[config.mk]
export PLATFORM = sky130hd
export DESIGN_NAME = controlador_entrada_operandos
export DESIGN_NICKNAME = d
export VERILOG_FILES = /design/src/rtl/controlador_entrada_operandos.sv
export SDC_FILE = /design/constraint.sdc
export NUM_CORES = 1
export LEC_CHECK = 0
export CELL_PAD_IN_SITES_DETAIL_PLACEMENT = 1
export CELL_PAD_IN_SITES_GLOBAL_PLACEMENT = 1
export CORE_AREA = 5 5 105 107
export DETAILED_ROUTE_END_ITERATION = 6
export DIE_AREA = 0 0 110 112
export PLACE_DENSITY_LB_ADDON = 0.1
export SYNTH_ARGS = -nofsm -noshare
export SYNTH_HDL_FRONTEND = slang
export SYNTH_SLANG_ARGS = --single-unit
[constraint.sdc]
create_clock -name clk -period 5 [get_ports clk]
set_input_delay 1 -clock clk [delete_from_list [all_inputs] [get_ports clk]]
set_output_delay 1 -clock clk [all_outputs]
set_load 0.01 [all_outputs]
[src/rtl/controlador_entrada_operandos.sv]
// Keypad-entry controller: captures two NDIG-digit BCD operands and add/sub,
// runs a req/ack handshake with the arithmetic unit and shows the result.
//
// state   | meaning
// ENTER_A | shifting digits into operand A
// ENTER_B | shifting digits into operand B, operator chosen
// BUSY    | calc_req held, waiting for calc_ack
// SHOW    | result latched and displayed
module controlador_entrada_operandos #(
  parameter  int NDIG = 3,
  localparam int DW   = 4*NDIG,
  localparam int RW   = 4*(NDIG+1)
) (
  input  logic          clk,
  input  logic          rst_n,
  input  logic [3:0]    key_value,
  input  logic          key_valid,
  output logic [DW-1:0] op_a,
  output logic [DW-1:0] op_b,
  output logic          op_sub,
  output logic          calc_req,
  input  logic          calc_ack,
  input  logic [RW-1:0] res_digits,
  input  logic          res_neg,
  output logic [RW-1:0] disp_digits,
  output logic          disp_neg,
  output logic [1:0]    phase,
  output logic          ovf_key
);

  localparam int CW = $clog2(NDIG+1);
  localparam logic [CW-1:0] CNT_MAX = CW'(NDIG);
  localparam logic [3:0] KEY_ADD = 4'hA;
  localparam logic [3:0] KEY_SUB = 4'hB;
  localparam logic [3:0] KEY_CLR = 4'hC;
  localparam logic [3:0] KEY_BS  = 4'hD;
  localparam logic [3:0] KEY_ENT = 4'hE;

  typedef enum logic [1:0] {
    ENTER_A = 2'd0,
    ENTER_B = 2'd1,
    BUSY    = 2'd2,
    SHOW    = 2'd3
  } phase_t;

  phase_t        phase_q, phase_d;
  logic [DW-1:0] op_a_q, op_a_d, op_b_q, op_b_d;
  logic [CW-1:0] cnt_a_q, cnt_a_d, cnt_b_q, cnt_b_d;
  logic          op_sub_q, op_sub_d;
  logic          req_q, req_d;
  logic [RW-1:0] res_q, res_d;
  logic          res_neg_q, res_neg_d;
  logic          ovf_q, ovf_d;
  logic          is_digit;
  logic          do_clear;
  logic          load_first;

  assign is_digit = (key_value <= 4'd9);

  always_ff @(posedge clk or negedge rst_n) begin
    if (!rst_n) begin
      phase_q   <= ENTER_A;
      op_a_q    <= '0;
      op_b_q    <= '0;
      cnt_a_q   <= '0;
      cnt_b_q   <= '0;
      op_sub_q  <= 1'b0;
      req_q     <= 1'b0;
      res_q     <= '0;
      res_neg_q <= 1'b0;
      ovf_q     <= 1'b0;
    end else begin
      phase_q   <= phase_d;
      op_a_q    <= op_a_d;
      op_b_q    <= op_b_d;
      cnt_a_q   <= cnt_a_d;
      cnt_b_q   <= cnt_b_d;
      op_sub_q  <= op_sub_d;
      req_q     <= req_d;
      res_q     <= res_d;
      res_neg_q <= res_neg_d;
      ovf_q     <= ovf_d;
    end
  end

  always_comb begin
    phase_d    = phase_q;
    op_a_d     = op_a_q;
    op_b_d     = op_b_q;
    cnt_a_d    = cnt_a_q;
    cnt_b_d    = cnt_b_q;
    op_sub_d   = op_sub_q;
    req_d      = req_q;
    res_d      = res_q;
    res_neg_d  = res_neg_q;
    ovf_d      = 1'b0;
    do_clear   = 1'b0;
    load_first = 1'b0;

    case (phase_q)
      ENTER_A, ENTER_B: begin
        if (key_valid) begin
          if (is_digit) begin
            if (phase_q == ENTER_A) begin
              if (cnt_a_q != CNT_MAX) begin
                op_a_d  = (op_a_q << 4) | DW'(key_value);
                cnt_a_d = cnt_a_q + CW'(1);
              end else begin
                ovf_d = 1'b1;
              end
            end else begin
              if (cnt_b_q != CNT_MAX) begin
                op_b_d  = (op_b_q << 4) | DW'(key_value);
                cnt_b_d = cnt_b_q + CW'(1);
              end else begin
                ovf_d = 1'b1;
              end
            end
          end else begin
            case (key_value)
              KEY_ADD, KEY_SUB: begin
                op_sub_d = (key_value == KEY_SUB);
                phase_d  = ENTER_B;
              end
              KEY_CLR: do_clear = 1'b1;
              KEY_BS: begin
                if (phase_q == ENTER_A) begin
                  if (cnt_a_q != '0) begin
                    op_a_d  = op_a_q >> 4;
                    cnt_a_d = cnt_a_q - CW'(1);
                  end
                end else if (cnt_b_q != '0) begin
                  op_b_d  = op_b_q >> 4;
                  cnt_b_d = cnt_b_q - CW'(1);
                end else begin
                  phase_d = ENTER_A;
                end
              end
              KEY_ENT: begin
                if (phase_q == ENTER_B) begin
                  phase_d = BUSY;
                  req_d   = 1'b1;
                end
              end
              default: ;
            endcase
          end
        end
      end
      BUSY: begin
        if (calc_ack) begin
          res_d     = res_digits;
          res_neg_d = res_neg;
          req_d     = 1'b0;
          phase_d   = SHOW;
        end
      end
      SHOW: begin
        if (key_valid) begin
          if (is_digit) begin
            do_clear   = 1'b1;
            load_first = 1'b1;
          end else if (key_value == KEY_CLR) begin
            do_clear = 1'b1;
          end
        end
      end
      default: ;
    endcase

    if (do_clear) begin
      phase_d   = ENTER_A;
      op_a_d    = '0;
      op_b_d    = '0;
      cnt_a_d   = '0;
      cnt_b_d   = '0;
      op_sub_d  = 1'b0;
      res_d     = '0;
      res_neg_d = 1'b0;
    end
    // a digit pressed while showing a result starts a fresh operand A
    if (load_first) begin
      op_a_d  = DW'(key_value);
      cnt_a_d = CW'(1);
    end
  end

  always_comb begin
    disp_digits = '0;
    disp_neg    = 1'b0;
    case (phase_q)
      ENTER_A:       disp_digits = RW'(op_a_q);
      ENTER_B, BUSY: disp_digits = RW'(op_b_q);
      SHOW: begin
        disp_digits = res_q;
        disp_neg    = res_neg_q;
      end
      default: ;
    endcase
  end

  assign op_a     = op_a_q;
  assign op_b     = op_b_q;
  assign op_sub   = op_sub_q;
  assign calc_req = req_q;
  assign phase    = phase_q;
  assign ovf_key  = ovf_q;

endmodule
After elaboration in Yosys (flattened, before gate mapping)
Index checks and enable logic that the tools add are counted.

storage, ports and cells
  register bits = 50
  input bits = 25

cells by class
  add/sub/neg operators = 4
  magnitude comparators = 1
  eq/ne operators = 26
  mux-type cells = 81
  bitwise gates (word level) = 2
  reductions and logical operators = 26

operators by type and width
  operator                                                          number
  12-bit two-way mux                                                19
  2-bit two-way mux                                                 26
  16-bit two-way mux                                                3
  16-bit case mux with 3 select lines                               1
  1-bit two-way mux                                                 28
  12-bit by 4-bit bitwise OR with 12-bit output                     2
  4-bit == test (second input constant)                             5
  6-bit AND reduction                                               3
  3-bit nonzero test                                                6
  2-bit != test (second input constant)                             8
  2-bit nonzero test                                                8
  4-bit != test (second input constant)                             3
  3-bit != test (second input constant)                             3
  8-bit AND reduction                                               1
  4-bit nonzero test                                                2
  2-bit case mux with 3 select lines                                1
  2-bit OR reduction                                                3
  5-bit by 3-bit != test with 1-bit output (second input constant)  1
  2-bit by 1-bit adder with 2-bit output (second input constant)    2
  2-bit == test (second input constant)                             2
  4-bit less-or-equal comparator (second input constant)            1
  4-bit by 1-bit != test with 1-bit output (second input constant)  1
  1-bit case mux with 2 select lines                                2
  2-bit case mux with 2 select lines                                1
  7 further kinds                                                   8

Logic depth before layout (Yosys ltp)
  word-level depth = 9
  depth in mapped cells = 8
  gate-level depth less buffers = 7

Worst setup path before layout
OpenSTA, ideal clock, no wires.

  kind = reg-to-output
  from = register phase_q[0] (netlist: phase[0])
  to = output disp_digits[10]
  arrival time = 1.490 ns
  required time = 4.000 ns
  slack = 2.510 ns
  cell stages (with the launch flop) = 6
  path buffers = 1
  path through = dfrtp_1 inv_1 ha_1 clkbuf_1 a22oi_1 o21ai_0

between the ends
  longest elaborated chain between the ends = 3
  elaborated cells on any way between the ends = 6

ends and longest elaborated chain
  item                                                                       line  text
  start: declaration                                                         46    phase_t phase_q, phase_d;
  start signal: assignment                                                   73    phase_q <= phase_d;
  2-bit by 1-bit == test with 1-bit output or 2-bit == test (tied branches)  191   case (phase_q)
  2-bit OR reduction                                                         191
  16-bit case mux with 3 select lines (*)                                    191
  end: declaration                                                           25    output logic [RW-1:0] disp_digits,

Mark *: on every way between the ends. The rest lies on a longest branch, timed or not.

Worst setup path after layout
  from = register phase_q[1] (netlist: phase[1])
  to = output disp_digits[10]

Same word-level chain as after synthesis.

==> flow_summary.json <==
{
  "status": "completed",
  "initial_core_util": 0.281,
  "synthTopCellsByArea": "dfrtp_1, nand2_1, o21ai_0",
  "htreeDepth": 2,
  "cts_sinks": 50,
  "place_hpwl_um": 6530,
  "worstMarginPinSlew_ps": 887,
  "hold_buffers": 0,
  "synthFlopType": "dfrtp_1",
  "sw_frac_of_total": 0.431,
  "final_common_cell": "nand2_1",
  "hold_class": "reg -> reg",
  "synth_cells": 330,
  "grt_usage": 0.153,
  "grt_max_degree": 51,
  "finalCriticalPeriod_ps": 3500,
  "antenna_cells": 0,
  "grt_pass1_vias": 2637,
  "holdPathEnd": "calc_req",
  "clkTransAtPathRegs_ps": 100,
  "reg2regPathDepth": 5,
  "wl_um": 9040,
  "fin_skew_ps": 6.35,
  "p_int_mw": 1.23,
  "yosysWarnings": 0,
  "r2r_start": "phase[1]",
  "worstHoldPathCells": 2,
  "setup_ws_ps": 1500,
  "synth-edff-count": 0,
  "grt_pass1_wl_um": 14800,
  "async_flop_share": 1.00,
  "power.share.combinational": 0.529,
  "drc_errors": 0,
  "areaGrowthSynthToFinish_pct": 30.8,
  "num_vias": 2535,
  "p_seq_frac": 0.357,
  "gr-total-overflow": 0,
  "cap_viol_max_count": 0,
  "stdcell_area_um2": 3690,
  "yosysTopAreaCell": "dfrtp_1",
  "p_leak_nw": 1.45,
  "synth_cell_types": 48,
  "post_cts_buffers": 0,
  "io_pins": 71,
  "cts_tree": "done",
  "rows": 37,
  "final_hold_viol_count": 0,
  "fp.coreArea_um2": 10000,
  "finalCritPeriodShare": 0.700,
  "hp-start": "calc_req",
  "worst_setup_path_start_kind": "flip-flop",
  "final_cell_mix": "nand2_1, clkdlybuf4s50_1, o21ai_0, dfrtp_1, nor2_1",
  "clkPwrFrac": 0.115,
  "vdd_ir_drop_max_mv": 0.147,
  "clockRootBuffer": "clkbuf_8",
  "die-height_um": 112,
  "vias_per_cell": 4.84,
  "ff_latch_area_um2": 1250,
  "syn_area_per_cell_um2": 8.54,
  "fmax_ghz": 0.286,
  "synth_top_cell_area_share": 0.444,
  "cts_buffer_depth": 2,
  "synth_nets": 359,
  "setup_viol": 0,
  "ant_nets": 0,
  "synth_area_um2": 2820,
  "seq_area_frac_synth": 0.444,
  "switchingPower_uw": 928,
  "setup.worst_path.end_class": "primary output",
  "drtIter0Drc": 78,
  "final.setup.tns_ps": 0,
  "cp.arrival_ps": 2500,
  "slew_violations": 0,
  "reg2reg_to": "op_b[2]",
  "dieArea_um2": 12300,
  "rsz0062_at_grt": "no",
  "routedWlPerCell_um": 17.3,
  "antenna_found_initial": 0,
  "worst_ep_required_time_ps": 4000,
  "pre_cts_slack_ps": 1420,
  "worstPathMaxFanout": 22,
  "nFillCells": 1197,
  "multiInputGateArea_um2": 1430,
  "powerDensity_nw_per_um2": 585,
  "gp_congestion": 0.736,
  "ctsResizeCount": 0,
  "reg2reg_slack_ps": 2030,
  "drive_gt1_frac": 0.0644,
  "slew_headroom": 0.409,
  "die_w_um": 110,
  "dr.pass1.iters": 4,
  "cts_made_buffers": 5,
  "crit_type": "reg -> out",
  "ys_ff_latch": 50,
  "portBuffers": 70,
  "nNetsFinal": 416,
  "worstSkewPairLatency_ps": 310,
  "dpl_cell_area_um2": 3600
}
==> cell usage after synthesis, types with 2 or more instances <==
cell type / n
nand2_1: 88
dfrtp_1: 50
o21ai_0: 50
nor2_1: 13
a22oi_1: 12
clkbuf_1: 12
a21oi_1: 9
and2_1: 9
buf_2: 8
mux2i_1: 5
nand2b_1: 5
a311oi_1: 4
a31oi_1: 4
ha_1: 4
inv_1: 4
nand3_1: 4
nor3_1: 4
xnor2_1: 4
o211ai_1: 3
o31ai_1: 3
o31ai_2: 3
and3_1: 2
buf_6: 2
o21a_1: 2
or3_1: 2
xor2_1: 2
==> how the worst max path moves through the flow <==
stage / start / to / slack [ps] / depth (start not counted)
floorplan: phase[0] / disp_digits[10] / 2510 / 5
global route: phase[1] / disp_digits[2] / 1290 / 4
global placement: key_value[3] / op_b[3] / 1510 / 5
detailed placement: key_value[3] / op_b[8] / 1420 / 5
finish: phase[1] / disp_digits[10] / 1500 / 4
CTS: phase[1] / disp_digits[2] / 1460 / 4
==> registers in the layout, summed over array words and instances, names as in the netlist <==
register and count:
cnt_b_q 2, phase 2, res_neg_q 1, op_b 12, calc_req 1, res_q 16
op_sub 1, cnt_a_q 2, ovf_key 1, op_a 12
==> worst max-delay path: stages, from the launching register on <==
cell	delay, ps
dfrtp_1	420
ha_1	740
a22oi_1	260
o21ai_0	210
clkdlybuf4s50_1	560
==> metrics by stage <==
stage / hold slack, ps / std cells / power [mW] / util
CTS: 523 / 524 / 2.20 / 0.367
floorplan: 497 / 330 / 1.36 / -
global route: 551 / 524 / 2.34 / 0.367
finish: 519 / 524 / 2.16 / 0.367
detailed placement: 499 / 516 / 1.94 / 0.358
global placement: 482 / 516 / 1.92 / 0.358
==> layout make-up <==
cell class,instances,share of cell area
multi-input cells,252,0.389
repair buffers,74,0.197
flip-flops and latches,50,0.339
clock buffers,5,0.0187
well taps,136,0.0462
inverters,4,0.00407
clock inverters,3,0.00577
==> power by group through the flow <==
stage / Sequential [mW] / Combinational, mW / Clock (mW)
6_report: 0.769 / 1.14 / 0.247
5_1_grt: 0.796 / 1.27 / 0.274
3_5_place_dp: 0.781 / 1.16 / 0
2_1_floorplan: 0.762 / 0.594 / 0
4_1_cts: 0.772 / 1.16 / 0.261
3_3_place_gp: 0.778 / 1.15 / 0
==> logic make-up (layout without fill, tap and decap cells) <==
family | count (synthesis) | in the layout | synth area share
and+or+nand+nor | 134 | 134 | 0.208
AOI/OAI and AO/OA | 102 | 102 | 0.242
DFF | 50 | 50 | 0.444
buffers and inverters | 28 | 86 | 0.0475
xor gates and xnor gates | 6 | 6 | 0.0186
muxes | 6 | 6 | 0.0217
adders and majority gates | 4 | 4 | 0.0178
==> per-layer routing <==
metal / wire length, um / share of wire / GRT usage
met5: 0 / 0 / 0
met4: 71 / 0.0079 / 0.0274
met3: 398 / 0.044 / 0.0296
met2: 4050 / 0.45 / 0.236
met1: 4520 / 0.50 / 0.222
No activity file was read; power rests on OpenSTA's default activity.
